==> src/rtl/s3_entry_sequencer.sv <==
// s3_entry_sequencer
// Upstream controller that produces the s3_state signal for the S3 system.
// It takes a software sleep request, waits for in-flight ALU work to drain,
// holds s3_state high while ALU and RAM save context, sleeps until a wake
// event, then runs a timed restore window before reporting ready.
//
// Ports:
//   clk          - single clock, rising edge
//   reset        - asynchronous, active-low reset
//   sleep_req    - level request to enter S3
//   wake_evt     - single-cycle or level wake event
//   alu_busy     - high while an ALU operation is in flight
//   wake_timeout - [15:0] sleep timer reload (only with S3_WAKE_TIMER_EN)
//   s3_state     - high in SAVE and SLEEP
//   sleep_ack    - high in SLEEP
//   ready        - high in RUN
//   abort_pulse  - one-cycle pulse when an entry gives up waiting for the ALU
//   seq_state    - current state (RUN=0 DRAIN=1 SAVE=2 SLEEP=3 RESTORE=4)
//   abort_cnt    - saturating count of aborted entries
//   sleep_cnt    - saturating count of SLEEP entries
//
// Optional feature macro: S3_WAKE_TIMER_EN adds the wake_timeout input and a
// down-counter that wakes the system from SLEEP on its own.

module s3_entry_sequencer #(
  parameter int DRAIN_MAX      = 16,
  parameter int SAVE_CYCLES    = 2,
  parameter int RESTORE_CYCLES = 4,
  parameter int CNT_W          = 8
) (
  input  logic             clk,
  input  logic             reset,
  input  logic             sleep_req,
  input  logic             wake_evt,
  input  logic             alu_busy,
`ifdef S3_WAKE_TIMER_EN
  input  logic [15:0]      wake_timeout,
`endif
  output logic             s3_state,
  output logic             sleep_ack,
  output logic             ready,
  output logic             abort_pulse,
  output logic [2:0]       seq_state,
  output logic [CNT_W-1:0] abort_cnt,
  output logic [CNT_W-1:0] sleep_cnt
);

  typedef enum logic [2:0] {
    ST_RUN     = 3'd0,
    ST_DRAIN   = 3'd1,
    ST_SAVE    = 3'd2,
    ST_SLEEP   = 3'd3,
    ST_RESTORE = 3'd4
  } state_e;

  // One shared phase counter serves DRAIN, SAVE and RESTORE, so it is sized
  // for the longest of the three windows.
  localparam int MAX_A = (DRAIN_MAX > SAVE_CYCLES) ? DRAIN_MAX : SAVE_CYCLES;
  localparam int MAX_C = (MAX_A > RESTORE_CYCLES) ? MAX_A : RESTORE_CYCLES;
  localparam int CW    = $clog2(MAX_C + 1);

  localparam logic [CW-1:0]    DRAIN_LAST   = CW'(DRAIN_MAX - 1);
  localparam logic [CW-1:0]    SAVE_LAST    = CW'(SAVE_CYCLES - 1);
  localparam logic [CW-1:0]    RESTORE_LAST = CW'(RESTORE_CYCLES - 1);
  localparam logic [CNT_W-1:0] CNT_MAX      = '1;

  state_e           state_q, state_d;
  logic [CW-1:0]    cnt_q, cnt_d;
  logic             req_q, req_d;
  logic             busy_q, busy_d;
  logic             wake_q, wake_d;
  logic             abort_pulse_q, abort_pulse_d;
  logic [CNT_W-1:0] abort_cnt_q, abort_cnt_d;
  logic [CNT_W-1:0] sleep_cnt_q, sleep_cnt_d;
  logic             wake_now;

`ifdef S3_WAKE_TIMER_EN
  logic [15:0]      timer_q, timer_d;
`endif

  // Next-state logic. Inputs are sampled into registers first, so every
  // decision acts on the value seen at the previous edge; this is what gives
  // the one-cycle request and wake latencies. In DRAIN the request drop beats
  // the busy drop, which in turn beats the abort timeout.
  always_comb begin
    state_d       = state_q;
    cnt_d         = cnt_q + CW'(1);
    req_d         = sleep_req;
    busy_d        = alu_busy;
    wake_d        = wake_evt;
    abort_pulse_d = 1'b0;
    abort_cnt_d   = abort_cnt_q;
    sleep_cnt_d   = sleep_cnt_q;
    wake_now      = wake_q;
`ifdef S3_WAKE_TIMER_EN
    timer_d       = timer_q;
`endif

    case (state_q)
      ST_RUN: begin
        cnt_d = '0;
        if (req_q) begin
          state_d = ST_DRAIN;
        end
      end

      ST_DRAIN: begin
        if (!req_q) begin
          state_d = ST_RUN;
          cnt_d   = '0;
        end else if (!busy_q) begin
          state_d = ST_SAVE;
          cnt_d   = '0;
        end else if (cnt_q == DRAIN_LAST) begin
          state_d       = ST_RUN;
          cnt_d         = '0;
          abort_pulse_d = 1'b1;
          if (abort_cnt_q != CNT_MAX) begin
            abort_cnt_d = abort_cnt_q + CNT_W'(1);
          end
        end
      end

      ST_SAVE: begin
        if (cnt_q == SAVE_LAST) begin
          state_d = ST_SLEEP;
          cnt_d   = '0;
          if (sleep_cnt_q != CNT_MAX) begin
            sleep_cnt_d = sleep_cnt_q + CNT_W'(1);
          end
`ifdef S3_WAKE_TIMER_EN
          timer_d = wake_timeout;
`endif
        end
      end

      ST_SLEEP: begin
        cnt_d = '0;
`ifdef S3_WAKE_TIMER_EN
        // A latched zero never counts, which keeps the timer disabled.
        if (timer_q != 16'd0) begin
          timer_d = timer_q - 16'd1;
          if (timer_q == 16'd1) begin
            wake_now = 1'b1;
          end
        end
`endif
        if (wake_now) begin
          state_d = ST_RESTORE;
        end
      end

      ST_RESTORE: begin
        if (cnt_q == RESTORE_LAST) begin
          state_d = ST_RUN;
          cnt_d   = '0;
        end
      end

      default: begin
        state_d = ST_RUN;
        cnt_d   = '0;
      end
    endcase
  end

  // State and counter registers; reset drops straight back to RUN with no
  // restore window.
  always_ff @(posedge clk or negedge reset) begin
    if (!reset) begin
      state_q       <= ST_RUN;
      cnt_q         <= '0;
      req_q         <= 1'b0;
      busy_q        <= 1'b0;
      wake_q        <= 1'b0;
      abort_pulse_q <= 1'b0;
      abort_cnt_q   <= '0;
      sleep_cnt_q   <= '0;
`ifdef S3_WAKE_TIMER_EN
      timer_q       <= 16'd0;
`endif
    end else begin
      state_q       <= state_d;
      cnt_q         <= cnt_d;
      req_q         <= req_d;
      busy_q        <= busy_d;
      wake_q        <= wake_d;
      abort_pulse_q <= abort_pulse_d;
      abort_cnt_q   <= abort_cnt_d;
      sleep_cnt_q   <= sleep_cnt_d;
`ifdef S3_WAKE_TIMER_EN
      timer_q       <= timer_d;
`endif
    end
  end

  // Status outputs are pure decodes of the state register, so they follow
  // reset immediately and never glitch on input changes.
  always_comb begin
    s3_state    = (state_q == ST_SAVE) || (state_q == ST_SLEEP);
    sleep_ack   = (state_q == ST_SLEEP);
    ready       = (state_q == ST_RUN);
    seq_state   = state_q;
    abort_pulse = abort_pulse_q;
    abort_cnt   = abort_cnt_q;
    sleep_cnt   = sleep_cnt_q;
  end

endmodule

==> config.mk <==
export PLATFORM = sky130hd
export DESIGN_NAME = s3_entry_sequencer
export DESIGN_NICKNAME = d
export VERILOG_FILES = /design/src/rtl/s3_entry_sequencer.sv
export SDC_FILE = /design/constraint.sdc
export NUM_CORES = 1
export LEC_CHECK = 0
export CORE_MARGIN = 3
export CORE_UTILIZATION = 30
export CTS_CLUSTER_SIZE = 40
export DETAILED_ROUTE_END_ITERATION = 12
export HOLD_SLACK_MARGIN = 0.12
export PLACE_DENSITY = 0.62
export SYNTH_ARGS = -nofsm -noshare
export SYNTH_HDL_FRONTEND = slang
export SYNTH_SLANG_ARGS = --single-unit
export TNS_END_PERCENT = 100
==> constraint.sdc <==
create_clock -name clk -period 3.19 [get_ports clk]
set_input_delay 0.638 -clock clk [delete_from_list [all_inputs] [get_ports clk]]
set_output_delay 0.638 -clock clk [all_outputs]
set_load 0.01 [all_outputs]
Yosys cells after proc, flatten, opt, wreduce, memory -nomap -nowiden
Index checks and enable logic that the tools add are counted.
- memory bits (writable): 0
- ROM bits: 0
- word-level logic and storage cells: 48
- memories kept: 0
- register bits: 28
- bits in latches: 0
- bits of input ports: 5
- output and inout port bits: 23
- muxes and demuxes: 18
- add/subtract/negate cells: 3
- $lt $le $gt $ge: 0
- equality and inequality tests: 14
- shifts and indexed selects: 0
- bitwise gates (word level): 0
- reductions and logical operators: 5
- div/mod/pow operators: 0
- multiply operators: 0
- operators by type and width (kind ; count):
    two-way mux 5 bit ; 5
    two-way mux 3 bit ; 7
    adder 8 x 1 -> 8 bit, second input constant ; 2
    != test 8 bit, second input constant ; 2
    one-hot mux 3 bit (5 select lines) ; 1
    one-hot mux 5 bit (3 select lines) ; 1
    AND reduction 5 bit ; 2
    equality test 3 x 2 -> 1 bit, second input constant ; 2
    adder 5 x 1 -> 5 bit, second input constant ; 1
    equality test 5 x 1 -> 1 bit, second input constant ; 1
    equality test 5 x 2 -> 1 bit, second input constant ; 1
    equality test 5 x 4 -> 1 bit, second input constant ; 1
    two-way mux 1 bit ; 4
    != test 2 x 1 -> 1 bit, second input constant ; 2
    != test 2 bit, second input constant ; 2
    != test 4 bit, second input constant ; 1
    equality test 3 x 1 -> 1 bit, second input constant ; 1
    equality test 3 bit, second input constant ; 1
    logical NOT 3 bit ; 1
    AND reduction 3 bit ; 1
    logical OR 1 bit ; 1

Depth between registers and ports, before layout
- depth after elaboration: 5
- depth in mapped cells: 8
- depth with buffers taken out: 8

Worst setup path after synthesis
No wires, ideal clock.
- path type: reg2reg
- start point: reg cnt_q[0]
- end point: reg abort_cnt_q[1] (netlist: abort_cnt[1])
- arrival: 1.954 ns
- buffers on the path: 0
- slack: 1.111 ns
- required time: 3.065 ns
- library setup time: 0.125 ns
- stages on the path, launching flop included: 9
- period minus slack after synthesis: 2.079 ns
- path through: dfrtp_1 -> ha_1 -> nand3_1 -> inv_1 -> ha_1 -> nand2_1 -> or4_4 -> a21oi_1 -> mux2_2
- longest elaborated chain between the ends: 2
- RTL lines (element ; RTL line ; source):
    from (decl) ; 68 ; logic [CW-1:0] cnt_q, cnt_d;
    from (signal assigned) ; 184 ; cnt_q <= cnt_d;
    equality test 5 x 4 -> 1 bit ; 114 ; end else if (cnt_q == DRAIN_LAST) begin
    AND reduction 5 bit (no source line) ; - ;
    to (signal assigned) ; 189 ; abort_cnt_q <= abort_cnt_d;
    to (decl) ; 73 ; logic [CNT_W-1:0] abort_cnt_q, abort_cnt_d;
Every way passes these cells.
A chain may end at the register's enable or synchronous reset.

Final worst setup path
- start point: reg state_q[1] (netlist: seq_state[1])
- end point: out sleep_ack
- longest elaborated chain between the ends: 1
- RTL lines (element ; RTL line ; source):
    from (decl) ; 67 ; state_e state_q, state_d;
    from (signal assigned) ; 183 ; state_q <= state_d;
    equality test 3 x 2 -> 1 bit ; 201 ; sleep_ack = (state_q == ST_SLEEP);
    to (decl) ; 40 ; output logic sleep_ack,
Every way passes these cells.

==> impl_summary.log <==
INFO  metric cp_max_fanout = 13
INFO  metric cell_internal_power_dissipation = 0.7523 mW
INFO  metric grtUsageTotal = 0.1019
INFO  metric wl_per_cell = 12.52 microns
INFO  metric n_fill_cell = 441
INFO  metric synth-seq-area-share = 0.4828
INFO  metric period_needed = 2.391 ns
INFO  metric post-synth-top-area-fraction = 0.4828
INFO  metric comb_power_share = 0.312
INFO  metric grt_pass1_wl = 4581 microns
INFO  metric design.final.nets = 172
INFO  metric timing.rr.end = abort_cnt[1]
INFO  metric max-vdd-ir-drop = 0.2440 mV
INFO  metric met3_length = 134 microns
INFO  metric synth.cell_area = 1451 sq um
INFO  metric global_placer_s_final_weighted_congestion = 0.8217
INFO  metric initial_antenna_violation_count = 0
INFO  metric synth_edf_count = 0
INFO  metric synth_seq_cells = 28
INFO  metric pre_cts_slack = 0.9681 ns
INFO  metric netSwitchingFraction = 0.3139
INFO  metric die_w = 75.56 microns
INFO  metric endpoints_failing_setup = 0
INFO  metric hold_removal_path_class = reg2reg
INFO  metric worst_skew_pair.late_latency = 0.27 ns
INFO  metric cp_cell_sequence = nor2b_1 -> nand2_1 -> inv_1 -> clkdlybuf4s50_1
INFO  metric worst-endpoint-arrival = 1.75 ns
INFO  metric layout_worst_path_cycle_share = 0.7494
INFO  metric avgSynthCellArea = 11.16 sq um
INFO  metric fp-row-count = 24
INFO  metric floorplan.initialDensity = 0.3222
INFO  metric share_of_post_route_cells_with_drive_strength_above_1 = 0.1132
INFO  metric endpoint_kind = output port
INFO  metric netlist_top_cells_count = 28 x dfrtp_1, 13 x nand2_1, 11 x xor2_1
INFO  metric post-route-drc-count = 0
INFO  metric pwr-share-clk = 0.250
INFO  metric post_cts_hold_buffer_count = 0
INFO  metric reg2reg_from = cnt_q[0]
INFO  metric max-slew-margin-rel = 0.5615
INFO  metric initialDrtViolationCount = 22
INFO  metric timing.critical_path.max_delay_family = buffers and inverters
INFO  metric number_of_buffers_added_by_the_clock_tree_synthesis_step = 3
INFO  metric dominantRegCellSynth = dfrtp_1
INFO  metric cell_count_of_the_worst_reg_to_reg_path = 8
INFO  metric critical_path_required = 2.55 ns
INFO  metric yosysTopAreaCell = dfrtp_1
INFO  metric core = 4504 sq um
INFO  metric power.static_leakage = 0.8256 nW
INFO  metric synth_fp_nets = 142
INFO  metric yosysMostFrequentCell = dfrtp_1
INFO  metric synth_async_sr_flop_share = 1.000
INFO  metric power_share_of_the_sequential_group = 0.438
INFO  metric antenna-diode-count = 0
INFO  metric min_delay_path_depth = 1
INFO  metric cts.sinks = 28
INFO  metric power.density = 596.1 nW/um^2
INFO  metric ys_top_cells_by_area = dfrtp_1 48%, xor2_1 6.6%, ha_1 6.0%, nand2_1 3.4%, xnor2_1 3.0%
INFO  metric path_class = reg2out
INFO  metric final_max_slew_violation_count = 0
INFO  metric detailed_place_hpwl = 2033 microns
INFO  metric routed-wl-met2 = 1227 microns
INFO  metric power.net_switching = 0.3441 mW
INFO  metric synth.lib_cells_used.distinct = 37
INFO  metric drt_pass1_iterations = 4
INFO  metric area.growth.synth_to_final = 26.72%
INFO  metric postSynthCellCount = 130
INFO  metric yosysWarnings = 0
INFO  metric timing.setup.tns = 0 ns
INFO  metric largest_net_degree_at_the_start_of_global_routing = 29
INFO  metric tightestPinTransition = 0.6487 ns
INFO  metric hold_violation_total_from_the_final_report = 0
INFO  metric critPathBufInv = 2
INFO  metric floorplan.die_area = 5709 sq um
INFO  metric skew = 0.003960 ns
INFO  metric portBuffers = 27
INFO  metric rsz_0062_raised_after_global_routing = false
INFO  metric regToRegSetupSlack = 0.98 ns
INFO  metric routed_wl = 2641 microns
INFO  metric postCtsSetupRepairBufs = 0
INFO  metric clk_pin_slew = 0.09 ns
INFO  metric min_delay_worst_endpoint = sleep_cnt[7]
INFO  metric pin_count = 28
INFO  metric slowest_stage = dfrtp_1
INFO  metric hold_start = sleep_cnt[7]
INFO  metric clockRootBuffer = clkbuf_8
INFO  metric m1WireLength = 1270 microns
INFO  metric worst_slack = 0.7994 ns
INFO  metric crit_path_max_incr_delay = 0.59 ns
INFO  metric max-clock-path-buffers = 2
INFO  metric worst_setup_path_start_kind = flip-flop
INFO  metric via_count_of_the_first_global_routing_pass = 1040
INFO  metric max_cap_violations = 0
INFO  metric detailroute.via_count = 1037
INFO  metric clock_tree.htree_level_count = 1
INFO  metric final_antenna_net_count = 0
INFO  metric cts_tree = yes
INFO  metric grt_overflow = 0
INFO  metric fmaxAchievable = 418.3 MHz
INFO  metric result_of_the_run = completed
INFO  metric vias_per_cell = 4.915
INFO  metric postCtsResizedCells = 0
INFO  metric die_height = 75.56 microns
INFO  metric highest_routed_layer = met4
through the flow:
step	area (sq um)	utilization	power [mW]	instances	hold WS, ns
finish	1839	0.4083	1.096	211	0.5012
global route	1839	0.4083	1.163	211	0.5248
CTS	1839	0.4083	1.113	211	0.5045
detailed placement	1768	0.3925	0.8341	207	0.4864
global placement	1768	0.3925	0.8262	207	0.4845
floorplan	1451	-	0.6997	130	0.3424
worst register-to-register path: cells and delay by family, from the launching register on:
family	cells	cell delay [ns]
AND/OR/NAND/NOR	3	0.64
AO/OA/AOI/OAI	1	0.23
flip-flops	1	0.43
multiplexers	1	0.36
adder cells (fa/ha/maj)	2	0.38
buffers and inverters	1	0.07
per-layer routing:
metal,up-vias,global-route usage
met5,-,0
met4,0,0.01165
met3,2,0.03034
met2,26,0.1764
met1,495,0.1297
li1,514,-
cells in the final DEF (no fill, tap or decap), drive strengths merged, types with 2 or more instances in the layout:
master,count
clkbuf,3
mux2,2
o22ai,2
inv,9
a21oi,2
nor4,2
nand3,6
a2111oi,3
nor2,8
nand4,3
xor2,11
clkdlybuf4s50,27
or4b,4
dfrtp,28
xnor2,5
nor3,6
ha,7
nand2,14
flip-flops by register name, indices dropped and copies added, names as in the netlist:
name / flops
sleep_cnt: 8
abort_cnt: 8
seq_state: 3
req_q: 1
abort_pulse: 1
busy_q: 1
wake_now: 1
cnt_q: 5
power groups by stage:
stage	clock network [mW]	logic (mW)	registers, mW
floorplan	0	0.246	0.453
global placement	0	0.342	0.484
detailed placement	0	0.347	0.487
CTS	0.284	0.348	0.481
global route	0.295	0.375	0.493
finish	0.274	0.342	0.481
cell families after synthesis:
group | after synthesis | share of synthesized area
DFF | 28 | 0.4828
buffers and inverters | 12 | 0.04137
adders and majority gates | 7 | 0.06034
xor gates and xnor gates | 16 | 0.09655
and+or+nand+nor | 50 | 0.1940
muxes | 2 | 0.01552
AOI/OAI and AO/OA | 15 | 0.1095
worst max path at each step:
stage,slack [ns],end,from,cells past startpoint
final,0.80,sleep_ack,seq_state[1],4
after global routing,0.65,sleep_ack,seq_state[1],4
after CTS,0.78,sleep_ack,seq_state[1],4
after detailed placement,0.97,abort_cnt[1],cnt_q[0],8
after global placement,1.04,abort_cnt[1],cnt_q[0],8
after floorplan,1.11,abort_cnt[1],cnt_q[0],8
layout make-up:
type                            count  area, sq um  share of cell area
Clock buffer                        3        41.29             0.02245
Clock inverter                      1        30.03             0.01633
Timing Repair Buffer               28        277.8              0.1510
Inverter                            9        33.78             0.01837
Tap cell                           52        65.06             0.03537
Sequential cell                    28        700.7              0.3810
Multi-Input combinational cell     90        690.7              0.3755
Note: power is estimated with default switching activity, not from simulation.
